==> config.mk <==
export PLATFORM = sky130hd
export DESIGN_NAME = mips_multicycle_ctrl
export DESIGN_NICKNAME = d
export VERILOG_FILES = /design/src/rtl/mips_multicycle_ctrl.sv
export SDC_FILE = /design/constraint.sdc
export NUM_CORES = 1
export LEC_CHECK = 0
export ABC_AREA = 1
export CAP_MARGIN = 40
export CORE_MARGIN = 2
export CORE_UTILIZATION = 55
export DETAILED_ROUTE_END_ITERATION = 12
export DONT_BUFFER_PORTS = 1
export PLACE_DENSITY = 0.71
export SYNTH_ARGS = -nofsm -noshare
export SYNTH_HDL_FRONTEND = slang
export SYNTH_SLANG_ARGS = --single-unit
==> constraint.sdc <==
create_clock -name clk -period 1.2 [get_ports clk]
set_clock_uncertainty 0.15 [all_clocks]
set_input_delay 0.18 -clock clk [delete_from_list [all_inputs] [get_ports clk]]
set_output_delay 0.18 -clock clk [all_outputs]
set_load 0.02 [all_outputs]
==> src/rtl/mips_multicycle_ctrl.sv <==
// mips_multicycle_ctrl: main-control FSM sequencing the multicycle MIPS datapath
module mips_multicycle_ctrl (
  input  logic       clk,
  input  logic       reset,
  input  logic [5:0] opcode,
  input  logic [5:0] funct,
  input  logic       zero,
  output logic       pc_write,
  output logic       branch,
  output logic       pc_en,
  output logic       iord,
  output logic       mem_write,
  output logic       ir_write,
  output logic       reg_dst,
  output logic       mem_to_reg,
  output logic       reg_write,
  output logic       alu_src_a,
  output logic [1:0] alu_src_b,
  output logic [1:0] pc_src,
  output logic [3:0] alu_ctrl,
  output logic       illegal_op,
  output logic [3:0] count_state
);
  typedef enum logic [3:0] {
    IDLE = 4'd0, FETCH = 4'd1, DECODE = 4'd2, EXEC = 4'd3, MEM_WB = 4'd4, MEM2 = 4'd5, HALT = 4'd15
  } state_t;
  localparam logic [5:0] OP_R = 6'h00, OP_ADDI = 6'h08, OP_LUI = 6'h0F, OP_LW = 6'h23,
                         OP_SW = 6'h2B, OP_BEQ = 6'h04, OP_J = 6'h02;
  localparam logic [5:0] F_ADD = 6'h20, F_SUB = 6'h22, F_AND = 6'h24, F_OR = 6'h25,
                         F_SLT = 6'h2A, F_SLL = 6'h00;
  localparam logic [3:0] A_AND = 4'b0000, A_OR = 4'b0001, A_ADD = 4'b0010, A_SUB = 4'b0110,
                         A_SLT = 4'b0111, A_SLL = 4'b1000, A_LUI = 4'b1001;
  state_t     state;
  logic [5:0] op_r, fn_r;
  logic       ok, is_mem;
  logic [3:0] r_alu;
  // decode legality uses the live IR fields; later states use the copies latched in DECODE
  assign ok = (opcode == OP_R) ? (funct inside {F_ADD, F_SUB, F_AND, F_OR, F_SLT, F_SLL})
                               : (opcode inside {OP_ADDI, OP_LUI, OP_LW, OP_SW, OP_BEQ, OP_J});
  assign is_mem = (op_r == OP_LW) || (op_r == OP_SW);
  assign r_alu = (fn_r == F_SUB) ? A_SUB :
                 (fn_r == F_AND) ? A_AND :
                 (fn_r == F_OR)  ? A_OR  :
                 (fn_r == F_SLT) ? A_SLT :
                 (fn_r == F_SLL) ? A_SLL : A_ADD;
  always_ff @(posedge clk) begin
    if (reset) begin
      state <= IDLE;
      op_r  <= '0;
      fn_r  <= '0;
    end else begin
      if (state == DECODE) begin
        op_r <= opcode;
        fn_r <= funct;
      end
      case (state)
        IDLE:    state <= FETCH;
        FETCH:   state <= DECODE;
        DECODE:  state <= ok ? EXEC : HALT;
        EXEC:    state <= (op_r == OP_BEQ || op_r == OP_J) ? FETCH : MEM_WB;
        MEM_WB:  state <= is_mem ? MEM2 : FETCH;
        MEM2:    state <= FETCH;
        default: state <= HALT;
      endcase
    end
  end
  always_comb begin
    pc_write   = 1'b0;
    branch     = 1'b0;
    iord       = 1'b0;
    mem_write  = 1'b0;
    ir_write   = 1'b0;
    reg_dst    = 1'b0;
    mem_to_reg = 1'b0;
    reg_write  = 1'b0;
    alu_src_a  = 1'b0;
    alu_src_b  = 2'b00;
    pc_src     = 2'b00;
    alu_ctrl   = A_ADD;
    illegal_op = 1'b0;
    case (state)
      FETCH: begin
        ir_write  = 1'b1;
        pc_write  = 1'b1;
        alu_src_b = 2'b01;
      end
      DECODE: alu_src_b = 2'b11;
      EXEC: begin
        if (op_r == OP_J) begin
          pc_write = 1'b1;
          pc_src   = 2'b10;
        end else if (op_r == OP_LUI) begin
          alu_src_b = 2'b10;
          alu_ctrl  = A_LUI;
        end else if (op_r == OP_R) begin
          alu_src_a = 1'b1;
          alu_ctrl  = r_alu;
        end else if (op_r == OP_BEQ) begin
          alu_src_a = 1'b1;
          alu_ctrl  = A_SUB;
          branch    = 1'b1;
          pc_src    = 2'b01;
        end else begin
          alu_src_a = 1'b1;
          alu_src_b = 2'b10;
        end
      end
      MEM_WB: begin
        iord      = is_mem;
        mem_write = op_r == OP_SW;
        reg_write = !is_mem;
        reg_dst   = op_r == OP_R;
      end
      MEM2: begin
        mem_to_reg = op_r == OP_LW;
        reg_write  = op_r == OP_LW;
      end
      HALT: illegal_op = 1'b1;
      default: ;
    endcase
  end
  assign pc_en       = pc_write | (branch & zero);
  assign count_state = state;
endmodule

==> metrics.log, run 1 <==
INFO  metric status = stopped before the end
INFO  metric outcome.stop_stage = clock tree synthesis (4_1_cts)
INFO  metric first-error = [ERROR DPL-0038] Utilization greater than 100%, impossible to legalize
INFO  metric chipWidth = a little under 50 µm
INFO  metric synth_cell_type_count = 27
INFO  metric syn_avg_cell_area = between 6 and 7 µm²
INFO  metric cts_num_sinks = 16
INFO  metric synthCells = 170
INFO  metric cts-resized-gates = about 70
INFO  metric synth_sequential_area_ratio = 29.49%
INFO  metric floorplan.rows = 16
INFO  metric ys_async_sr_fraction = 0%
INFO  metric ys_dominant_reg_cell = dfxtp_1
INFO  metric effective_utilization_at_floorplan = a little under three fifths
INFO  metric placement.cell_area = 1633 µm²
INFO  metric mappedNetlistNets = ~190
INFO  metric buffer_ports.inserted = 0
INFO  metric yosys_warnings = 0
INFO  metric cts.hold.buffers_added = 13
INFO  metric synth_seq_cells = 16
INFO  metric place.detailed.instances = approximately 240
INFO  metric detailed_place_hpwl = roughly 2700 µm
INFO  metric cts_max_path_bufs = 2
INFO  metric place_congestion = around 0.84
INFO  metric cts_buffers = 3
INFO  metric floorplan.die.height = ~48 µm
INFO  metric post-cts-setup-buffers = 14
INFO  metric syn-cell-area = approximately 1100 µm²
INFO  metric design.portCount = 38
INFO  metric clock_root_buffer = clkbuf_4
INFO  metric synth_edf_count = 0
INFO  metric h-tree-depth = 1
logic make-up after synthesis:
logic type	count (synthesis)	synth area share, %
AND/OR/NAND/NOR	79	36.87
buffers and inverters	38	14.63
AO/OA/AOI/OAI	36	18.20
flip-flops	16	29.49
XOR/XNOR	1	0.8066
cells in the mapped netlist (2+ instances only):
master | n | area, µm²
a21oi_1 | 14 | 70.07
inv_2 | 6 | 22.52
nor2_1 | 27 | 101.4
inv_1 | 28 | 105.1
nand4_1 | 6 | 37.54
nand3_1 | 9 | 45.04
buf_4 | 2 | 15.01
o21ai_0 | 9 | 45.04
a21o_1 | 2 | 15.01
nor4_1 | 2 | 12.51
nand2_1 | 24 | 90.09
dfxtp_1 | 16 | 320.3
nor2_2 | 4 | 25.02
o21ai_1 | 7 | 35.03
nor2_4 | 2 | 22.52
per-stage QoR:
| step | setup slack (ps) | TNS, ps |
|---|---|---|
| 2_1_floorplan | -340.3 | -4021 |
| 3_3_place_gp | -246.6 | -5803 |
| 3_5_place_dp | -334.0 | -7485 |
==> run 2: changes to the inputs <==
- CORE_AREA: default -> 2 2 63 65
- CORE_MARGIN: 2 -> default
- CORE_UTILIZATION: 55 -> default
- DIE_AREA: default -> 0 0 65 67
- PLACE_DENSITY: 0.71 -> default
- PLACE_DENSITY_LB_ADDON: default -> 0.15
- clock period: 1.2 -> 1.56 ns (I/O delays scaled with it)
==> run 2 against run 1 <==
Compared with the run above:
- the flow now finishes, with violations (negative hold slack, negative setup slack)
- synthesized cell count did not move
- synthesized area did not move
==> metrics.log, run 2 <==
INFO  metric h-tree-depth = 1 (unchanged)
INFO  metric antenna_left = 0
INFO  metric p_leak = 0.8451 nW
INFO  metric timing.reg2reg.worst_path_depth = 7
INFO  metric grt_setup_unrepaired = yes
INFO  metric max_freq = 0.5637 GHz
INFO  metric syn_avg_cell_area = 6.388 µm² (unchanged)
INFO  metric via_count = roughly 1.3k
INFO  metric ys_dominant_reg_cell = dfxtp_1 (unchanged)
INFO  metric hold_viol = 1
INFO  metric clock_tree_from_tritoncts = yes
INFO  metric fill_cells = 360
INFO  metric layout.cell_area.non_filler = 1800 µm²
INFO  metric setup-violations-final = 17
INFO  metric synth_common_cells = inv_1, nor2_1, nand2_1, dfxtp_1, a21oi_1 (unchanged)
INFO  metric clk_pin_slew = 70 ps
INFO  metric layout_commonest_cell = buf_4
INFO  metric floorplan.die.height = 67 µm (was 48.44 µm)
INFO  metric regToRegStartpoint = count_state[0]
INFO  metric max-slew-margin-rel = 73.87%
INFO  metric route.final.wire_length = 3211 µm
INFO  metric synthCells = 170 (unchanged)
INFO  metric whs_endpoint = fn_r[3]
INFO  metric fin_cells = about 270
INFO  metric power_density = 1781 nW/µm²
INFO  metric finalCriticalPeriod = ~1800 ps
INFO  metric post-route-period-util = 113.7%
INFO  metric placement.cell_area = 1366 µm² (was 1633 µm²)
INFO  metric timing.final.ws_setup = -214.1 ps
INFO  metric nets = ~230
INFO  metric synth_largest_type_area_fraction = 29.49% (unchanged)
INFO  metric place.detailed.instances = 239 (was 237)
INFO  metric fin_worst_hold_slack = -3.602 ps
INFO  metric worstSetupStartpoint = op_r[2]
INFO  metric maxSlewViolCount = 0
INFO  metric overflow_left_after_global_routing = 0
INFO  metric path_max_fanout = 4
INFO  metric setup.reg_to_reg.worst_slack = 50 ps
INFO  metric mappedNetlistNets = 185 (unchanged)
INFO  metric multi_input_area = about 800 µm²
INFO  metric syn-cell-area = 1086 µm² (unchanged)
INFO  metric core_area = approximately 3600 µm²
INFO  metric worst_path_class_setup = reg2out
INFO  metric synth_sequential_area_ratio = 29.49% (unchanged)
INFO  metric synthTopCellsByArea = dfxtp_1, inv_1, nor2_1 (unchanged)
INFO  metric synth_edf_count = 0 (unchanged)
INFO  metric grt_pass1_vias = around 1.2k
INFO  metric die_area = 4355 µm²
INFO  metric worst_r2r_end = fn_r[2]
INFO  metric drcViolationCount = 0
INFO  metric crit_path_end_kind = output pin
INFO  metric dr.first_iter.drc_count = 16
INFO  metric grt_pass1_wl = 5023 µm
INFO  metric buffer_ports.inserted = 0 (unchanged)
INFO  metric start_kind = flop
INFO  metric register_area = about 350 µm²
INFO  metric cts_buffers = 3 (unchanged)
INFO  metric irDropWorstVdd = 0.0005934 V
INFO  metric cts_num_sinks = 16 (unchanged)
INFO  metric yosys.cell_count.top_type = inv_1 (unchanged)
INFO  metric critical_path_required = roughly 1200 ps
INFO  metric clock_root_buffer = clkbuf_8 (was clkbuf_4)
INFO  metric synth_cell_type_count = 27 (unchanged)
INFO  metric post-layout-total-power = around 0.0032 W
INFO  metric min_delay_path_depth = 2
INFO  metric tns = -2296 ps
INFO  metric drive_above_1_share = 46.79%
INFO  metric syn2layout_area_growth = 65.78%
INFO  metric failing_checks = negative hold slack, negative setup slack
INFO  metric ys_async_sr_fraction = 0% (unchanged)
INFO  metric yosys_warnings = 0 (unchanged)
INFO  metric antenna_diode_count = 0
INFO  metric via_per_inst = roughly 4.7
INFO  metric detailed_place_hpwl = 2302 µm (was 2715 µm)
INFO  metric max-cap-violations = 0
INFO  metric floorplan.rows = 22 (was 16)
INFO  metric antenna_found_initial = 0
INFO  metric place_congestion = 0.8310 (was 0.8433)
INFO  metric worst-slew-pin-transition = about 390 ps
INFO  metric final_cell_mix = buf_4, inv_1, nor2_1, nand2_1, a21oi_1
INFO  metric design.portCount = 38 (unchanged)
INFO  metric effective_utilization_at_floorplan = 30.12% (was 57.11%)
INFO  metric hold_path_startpoint = funct[3]
INFO  metric worst_hold_path_type = in2reg
INFO  metric synth_seq_cells = 16 (unchanged)
INFO  metric avgRoutedWirePerCell = 12.07 µm
INFO  metric grt_max_degree = 15
INFO  metric chipWidth = 65 µm (was 48.44 µm)
INFO  metric gr-usage-all-layers = between 10% and 20%
INFO  metric arrival_time_of_data_at_the_critical_path_endpoint = ~1400 ps
INFO  metric synth_largest_area_cell = dfxtp_1 (unchanged)
INFO  metric cts_max_path_bufs = 2 (unchanged)
INFO  metric drt-pass1-iter-count = 4
INFO  metric status = complete, but fails checks (was stopped before the end)
INFO  metric insertion_delay = around 260 ps
-- run 2: cell counts after synthesis --
Identical to the previous run, type by type.
-- run 2: kinds of logic after synthesis --
logic type	synth area share [%]
AOI/OAI and AO/OA	18.20
xor gates and xnor gates	0.8066
buffers and inverters	14.63
DFF	29.49
and+or+nand+nor	36.87
-- run 2: metrics by stage --
stage               util, %  setup slack [ps]  hold slack [ps]
global placement      37.89             46.66            152.3
detailed placement    37.89             5.186            155.1
CTS                   46.63            -173.8            7.736
floorplan                 -            -50.78            149.0
global route          49.93            -291.6            5.832
finish                49.93            -214.1           -3.602
-- run 2: what timing repair did --
| action | 4_1_cts | 5_1_grt |
|---|---|---|
| gates cloned | 0 | 1 |
| buffers inserted | 10 | 9 |
| hold buffers | 5 | 0 |
| resized for setup | 41 | 18 |
| setup endpoints to repair | 19 | 30 |
| hold endpoints to repair | 6 | 0 |
| pin swaps | 12 | 11 |
-- run 2: cell type report --
cell class	instances	share of cell area (%)
Inverter	34	7.783
Clock buffer	4	2.502
Tap cell	48	3.336
Multi-Input combinational cell	116	43.57
Sequential cell	16	19.32
Timing Repair Buffer	48	23.49
-- run 2: worst max-delay path by stage --
stage          slack (ps)          end  cells after the start
3_5_place_dp            5  alu_ctrl[1]                      6
3_3_place_gp           50  alu_ctrl[1]                      6
6_report             -210    pc_src[1]                      5
5_1_grt              -290  alu_ctrl[3]                      6
2_1_floorplan         -50  alu_ctrl[0]                      5
4_1_cts              -170  alu_ctrl[0]                      6
-- run 2: worst max-delay path, cell delays in order (launching register included) --
cell and delay, ps:
dfxtp_4 370, nor2_4 150, nand4_2 170, buf_4 200, nor2_1 90, buf_4 150
-- run 2: where the power goes --
part	internal [W]	switching, W
clock	0.000181	0.000145
combinational	0.000927	0.00111
sequential	0.000593	0.000246
total	0.00170	0.00151
-- run 2: per-layer routing --
layer / track usage [%] / vias to the layer above / part of all wire, % / wire length, µm
met5: 0 / - / 0 / 0
met4: 7.447 / 0 / 2.3 / 74
met3: 1.858 / 5 / 4.6 / 149
met2: 25.77 / 33 / 49 / 1568
met1: 18.35 / 576 / 44 / 1419
li1: - / 640 / - / -
Note: power is estimated with default switching activity, not from simulation.
==> run 3: changes to the inputs <==
- SKIP_LAST_GASP: default -> 1
==> run 3 against run 2 <==
Compared with the run above:
- the run still ends with negative hold slack, negative setup slack left
- non-clock buffer count unchanged
- core utilization down 0.069 points
- global-route usage down 0.11 points
- setup slack worse by 0.84 ps
- final area down 0.14%
- critical path depth unchanged
- sequential cell count unchanged
==> metrics.log, run 3 (synthesis results as in run 2) <==
INFO  metric status = complete, but fails checks (unchanged)
INFO  metric failing_checks = negative hold slack, negative setup slack (unchanged)
INFO  metric clock_root_buffer = clkbuf_8 (unchanged)
INFO  metric max-slew-margin-rel = 72.98% (was 73.87%)
INFO  metric path_max_fanout = 4 (unchanged)
INFO  metric dr.first_iter.drc_count = 24 (was 16)
INFO  metric arrival_time_of_data_at_the_critical_path_endpoint = 1390 ps (about the same)
INFO  metric irDropWorstVdd = 0.0006163 V (was 0.0005934 V)
INFO  metric layout.cell_area.non_filler = 1798 µm² (was 1800 µm²)
INFO  metric cts_max_path_bufs = 2 (unchanged)
INFO  metric power_frac_clock = 10.1% (was 10.2%)
INFO  metric power.combinational.fraction = 63.7% (about the same)
INFO  metric fin_worst_hold_slack = -2.018 ps (was -3.602 ps)
INFO  metric floorplan.rows = 22 (unchanged)
INFO  metric hold_viol = 1 (unchanged)
INFO  metric placement.cell_area = 1366 µm² (unchanged)
INFO  metric clk_pin_slew = 70 ps (about the same)
INFO  metric max-cap-violations = 0 (unchanged)
INFO  metric detailed_place_hpwl = 2302 µm (unchanged)
INFO  metric antenna_diode_count = 0 (unchanged)
INFO  metric place_congestion = 0.8310 (unchanged)
INFO  metric drt-pass1-iter-count = 4 (unchanged)
INFO  metric buffer_ports.inserted = 0 (unchanged)
INFO  metric tns = -2317 ps (was -2296 ps)
INFO  metric switchingPower = 0.001502 W (was 0.001505 W)
INFO  metric chipWidth = 65 µm (unchanged)
INFO  metric overflow_left_after_global_routing = 0 (unchanged)
INFO  metric max_freq = 0.5634 GHz (was 0.5637 GHz)
INFO  metric post-layout-total-power = 0.003198 W (was 0.003207 W)
INFO  metric core_area = 3606 µm² (unchanged)
INFO  metric drive_above_1_share = 46.79% (unchanged)
INFO  metric power.share.switching = 46.96% (was 46.94%)
INFO  metric finalCriticalPeriod = 1775 ps (was 1774 ps)
INFO  metric route.final.wire_length = 3198 µm (was 3211 µm)
INFO  metric layout_commonest_cell = buf_4 (unchanged)
INFO  metric design.portCount = 38 (unchanged)
INFO  metric cp_top_family = simple AND/OR/NAND/NOR gates (unchanged)
INFO  metric critical-path-max-stage-delay = 370 ps (about the same)
INFO  metric power_density = 1779 nW/µm² (was 1781 nW/µm²)
INFO  metric detailedPlace.worstSlack = 5.186 ps (unchanged)
INFO  metric worst-slew-pin-transition = 404.8 ps (was 391.5 ps)
INFO  metric avgRoutedWirePerCell = 12.02 µm (was 12.07 µm)
INFO  metric start_kind = flop (unchanged)
INFO  metric postLayoutCoreUtil = 49.86% (was 49.93%)
INFO  metric p_leak = 0.8450 nW (was 0.8451 nW)
INFO  metric worst_hold_path_type = in2reg (unchanged)
INFO  metric grt_setup_unrepaired = yes (unchanged)
INFO  metric final_cell_mix = buf_4, inv_1, nor2_1, nand2_1, a21oi_1 (unchanged)
INFO  metric maxSlewViolCount = 0 (unchanged)
INFO  metric grt_pass1_vias = 1158 (was 1168)
INFO  metric die_area = 4355 µm² (unchanged)
INFO  metric antenna_found_initial = 0 (unchanged)
INFO  metric nets = 234 (unchanged)
INFO  metric effective_utilization_at_floorplan = 30.12% (unchanged)
INFO  metric critical_path_required = 1180 ps (about the same)
INFO  metric post-route-period-util = 113.8% (was 113.7%)
INFO  metric crit_path_end_kind = output pin (unchanged)
INFO  metric h-tree-depth = 1 (unchanged)
INFO  metric cts_num_sinks = 16 (unchanged)
INFO  metric most_used_cell_along_the_critical_path = buf_4 (unchanged)
INFO  metric cts_buffers = 3 (unchanged)
INFO  metric syn2layout_area_growth = 65.55% (was 65.78%)
INFO  metric worst-path-buf-inv = 2 (unchanged)
INFO  metric insertion_delay = 260 ps (about the same)
INFO  metric clock_tree_from_tritoncts = yes (unchanged)
INFO  metric power.share.sequential = 26.2% (was 26.1%)
INFO  metric drcViolationCount = 0 (unchanged)
INFO  metric setup-violations-final = 17 (unchanged)
INFO  metric worst_path_class_setup = reg2out (unchanged)
INFO  metric timing.final.ws_setup = -214.9 ps (was -214.1 ps)
INFO  metric grt_pass1_wl = 4988 µm (was 5023 µm)
INFO  metric grt_max_degree = 15 (unchanged)
INFO  metric via_per_inst = 4.692 (was 4.714)
INFO  metric via_count = 1248 (was 1254)
INFO  metric critical_path.slowest_cell = dfxtp_4 (unchanged)
INFO  metric floorplan.die.height = 67 µm (unchanged)
INFO  metric path_cells = nor2_4 -> nand4_2 -> buf_4 -> nor2_1 -> buf_4 (unchanged)
INFO  metric p_int = 0.001696 W (was 0.001701 W)
INFO  metric antenna_left = 0 (unchanged)
INFO  metric gr-usage-all-layers = 14.87% (was 14.98%)
[run 3: metrics by stage]
stage	std cells	hold WS [ps]
3_5_place_dp	239	155.1
3_3_place_gp	239	152.3
4_1_cts	258	7.736
6_report	266	-2.018
5_1_grt	266	6.445
2_1_floorplan	170	149.0
[run 3: final cells by class]
class                           instances  area, µm²
Tap cell                               48      60.06
Multi-Input combinational cell        116      784.5
Sequential cell                        16      347.8
Timing Repair Buffer                   48      420.4
Inverter                               34      140.1
Clock buffer                            4      45.04
Fill cell                             362       1808
[run 3: repair_timing]
item	CTS	global route
cloned	0	1
gates resized for setup	39	19
endpoints found under the setup margin	19	29
hold buffers	5	0
pin swaps	12	11
endpoints found under the hold margin	6	0
buffers inserted	10	9
[run 3: routing by layer]
layer | GRT usage [%] | wire length (µm)
met2 | 25.39 | 1566
met4 | 7.447 | 59
met1 | 18.35 | 1446
met5 | 0 | 0
met3 | 1.858 | 125
[run 3: worst paths after layout]
check | from | end | slack (ps) | cells after the start
worst max-delay path | op_r[2] | pc_src[1] | -210 | 5
worst min register to register | fn_r[3] | fn_r[3] | 350 | 2
worst max register to register | count_state[3] | fn_r[2] | 20 | 8
worst min-delay path | funct[3] | fn_r[3] | -2 | 2
[run 3: power groups by stage]
stage          logic (W)  registers, W  clock network [W]
3_5_place_dp     0.00146      0.000766                  0
3_3_place_gp     0.00146      0.000762                  0
2_1_floorplan    0.00107      0.000759                  0
4_1_cts          0.00185      0.000820           0.000339
6_report         0.00204      0.000838           0.000324
5_1_grt          0.00220      0.000858           0.000349
==> run 4: changes to the inputs <==
- CELL_PAD_IN_SITES_DETAIL_PLACEMENT: default -> 1
- CELL_PAD_IN_SITES_GLOBAL_PLACEMENT: default -> 1
==> run 4 against run 3 <==
Compared with the run above:
- the run ends with negative setup slack left
- wire length increased by 32%
- hold slack gained 4.3 ps
- critical path depth increased by 1
- final area up 3.7%
- via count increased by 3.3%
- sequential share of layout area shrank 0.69 points
- largest cell class unchanged
- maximum frequency down 3.5%
- clock-buffer cell count is the same
- first-iteration DRC count is 8.3% higher
==> metrics.log, run 4 (synthesis results as in run 2) <==
INFO  metric status = complete, but fails checks (unchanged)
INFO  metric failing_checks = negative setup slack (was negative hold slack, negative setup slack)
INFO  metric buffer_ports.inserted = 0 (unchanged)
INFO  metric cts_max_path_bufs = 2 (unchanged)
INFO  metric detailed_place_hpwl = 2703 µm (was 2302 µm)
INFO  metric arrival_time_of_data_at_the_critical_path_endpoint = 1460 ps (was 1390 ps)
INFO  metric h-tree-depth = 1 (unchanged)
INFO  metric avgRoutedWirePerCell = 16.04 µm (was 12.02 µm)
INFO  metric start_kind = flop (unchanged)
INFO  metric tns = -3680 ps (was -2317 ps)
INFO  metric nets = 231 (was 234)
INFO  metric grt_setup_unrepaired = yes (unchanged)
INFO  metric effective_utilization_at_floorplan = 30.12% (unchanged)
INFO  metric register_area = 347.8 µm² (unchanged)
INFO  metric max_freq = 0.5436 GHz (was 0.5634 GHz)
INFO  metric syn2layout_area_growth = 71.66% (was 65.55%)
INFO  metric die_area = 4355 µm² (unchanged)
INFO  metric gr-usage-all-layers = 19.29% (was 14.87%)
INFO  metric dr.first_iter.drc_count = 26 (was 24)
INFO  metric critical_path_required = 1180 ps (about the same)
INFO  metric antenna_left = 0 (unchanged)
INFO  metric post-route-period-util = 117.9% (was 113.8%)
INFO  metric clock_root_buffer = clkbuf_8 (unchanged)
INFO  metric cts_buffers = 3 (unchanged)
INFO  metric via_per_inst = 4.901 (was 4.692)
INFO  metric route.final.wire_length = 4219 µm (was 3198 µm)
INFO  metric maxSlewViolCount = 0 (unchanged)
INFO  metric crit_path_end_kind = output pin (unchanged)
INFO  metric worst-slew-pin-transition = 410.5 ps (was 404.8 ps)
INFO  metric floorplan.rows = 22 (unchanged)
INFO  metric worst_path_class_setup = reg2out (unchanged)
INFO  metric worst_hold_path_type = in2reg (unchanged)
INFO  metric cp_top_family = simple AND/OR/NAND/NOR gates (unchanged)
INFO  metric layout_commonest_cell = buf_4 (unchanged)
INFO  metric place_congestion = 0.7266 (was 0.8310)
INFO  metric postLayoutCoreUtil = 51.70% (was 49.86%)
INFO  metric via_count = 1289 (was 1248)
INFO  metric chipWidth = 65 µm (unchanged)
INFO  metric placement.cell_area = 1344 µm² (was 1366 µm²)
INFO  metric insertion_delay = 260 ps (about the same)
INFO  metric grt_max_degree = 15 (unchanged)
INFO  metric drive_above_1_share = 48.37% (was 46.79%)
INFO  metric overflow_left_after_global_routing = 0 (unchanged)
INFO  metric layout.cell_area.non_filler = 1864 µm² (was 1798 µm²)
INFO  metric core_area = 3606 µm² (unchanged)
INFO  metric design.portCount = 38 (unchanged)
INFO  metric post-layout-total-power = 0.003545 W (was 0.003198 W)
INFO  metric final_cell_mix = buf_4, inv_1, nor2_1, nand2_1 (was buf_4, inv_1, nor2_1, nand2_1, a21oi_1)
INFO  metric detailedPlace.worstSlack = -21.56 ps (was 5.186 ps)
INFO  metric multi_input_area = 817.0 µm² (was 784.5 µm²)
INFO  metric p_leak = 0.8348 nW (was 0.8450 nW)
INFO  metric critical_path.slowest_cell = dfxtp_4 (unchanged)
INFO  metric critical-path-max-stage-delay = 360 ps (was 370 ps)
INFO  metric timing.final.ws_setup = -279.7 ps (was -214.9 ps)
INFO  metric drcViolationCount = 0 (unchanged)
INFO  metric setup-violations-final = 21 (was 17)
INFO  metric irDropWorstVdd = 0.0005278 V (was 0.0006163 V)
INFO  metric grt_pass1_vias = 1343 (was 1158)
INFO  metric clk_pin_slew = 70 ps (about the same)
INFO  metric most_used_cell_along_the_critical_path = nor2_4 (was buf_4)
INFO  metric antenna_found_initial = 0 (unchanged)
INFO  metric drt-pass1-iter-count = 4 (unchanged)
INFO  metric max-slew-margin-rel = 72.60% (was 72.98%)
INFO  metric hold_viol = 0 (was 1)
INFO  metric finalCriticalPeriod = 1840 ps (was 1775 ps)
INFO  metric path_cells = nor2_4 -> nand3_4 -> nor2_4 -> a21boi_2 -> o21ai_2 -> buf_6 (was nor2_4 -> nand4_2 -> buf_4 -> nor2_1 -> buf_4)
INFO  metric power_density = 1902 nW/µm² (was 1779 nW/µm²)
INFO  metric fill_cells = 445 (was 362)
INFO  metric path_max_fanout = 4 (unchanged)
INFO  metric floorplan.die.height = 67 µm (unchanged)
INFO  metric cts_num_sinks = 16 (unchanged)
INFO  metric grt_pass1_wl = 6306 µm (was 4988 µm)
INFO  metric clock_tree_from_tritoncts = yes (unchanged)
INFO  metric antenna_diode_count = 0 (unchanged)
INFO  metric max-cap-violations = 0 (unchanged)
INFO  metric worst-path-buf-inv = 1 (was 2)
## run 4: area by class of cell
cell class | instances | share of cell area, %
Multi-Input combinational cell | 116 | 43.83
Tap cell | 48 | 3.221
Inverter | 34 | 7.651
Timing Repair Buffer | 45 | 23.69
Sequential cell | 16 | 18.66
Clock buffer | 4 | 2.953
## run 4: timing repair
action	CTS	global route
hold buffers	5	0
gates cloned	0	1
gates resized for setup	42	28
setup buffers	9	9
pin swaps	10	17
hold endpoints to repair	6	0
endpoints found under the setup margin	19	30
## run 4: metal layers
metal	up-vias	GRT usage [%]	part of all wire, %
met5	-	0	0
met4	0	8.245	3.7
met3	12	2.703	3.2
met2	35	36.34	54
met1	603	21.47	39
li1	639	-	-
## run 4: stage by stage
| stage | cells | hold slack, ps |
|---|---|---|
| after floorplan | 170 | 149.0 |
| after global placement | 236 | 151.8 |
| after detailed placement | 236 | 160.3 |
| after CTS | 254 | 7.312 |
| after global routing | 263 | 16.72 |
| final | 263 | 2.301 |
## run 4: path summary, 6_finish.rpt
check / startpoint / cells after the start / slack, ps / end
max: op_r[5] / 6 / -280 / alu_ctrl[1]
max reg2reg: count_state[3] / 8 / 0 / op_r[2]
min reg2reg: fn_r[3] / 2 / 360 / fn_r[3]
min: opcode[4] / 2 / 2 / op_r[4]
## run 4: report_power, final
| part | leakage [nW] | switching [W] | internal [W] | total (W) |
|---|---|---|---|---|
| Combinational | 0.669 | 0.00128 | 0.00104 | 0.00232 |
| Clock | 0.0288 | 0.000158 | 0.000224 | 0.000383 |
| Sequential | 0.137 | 0.000248 | 0.000594 | 0.000842 |
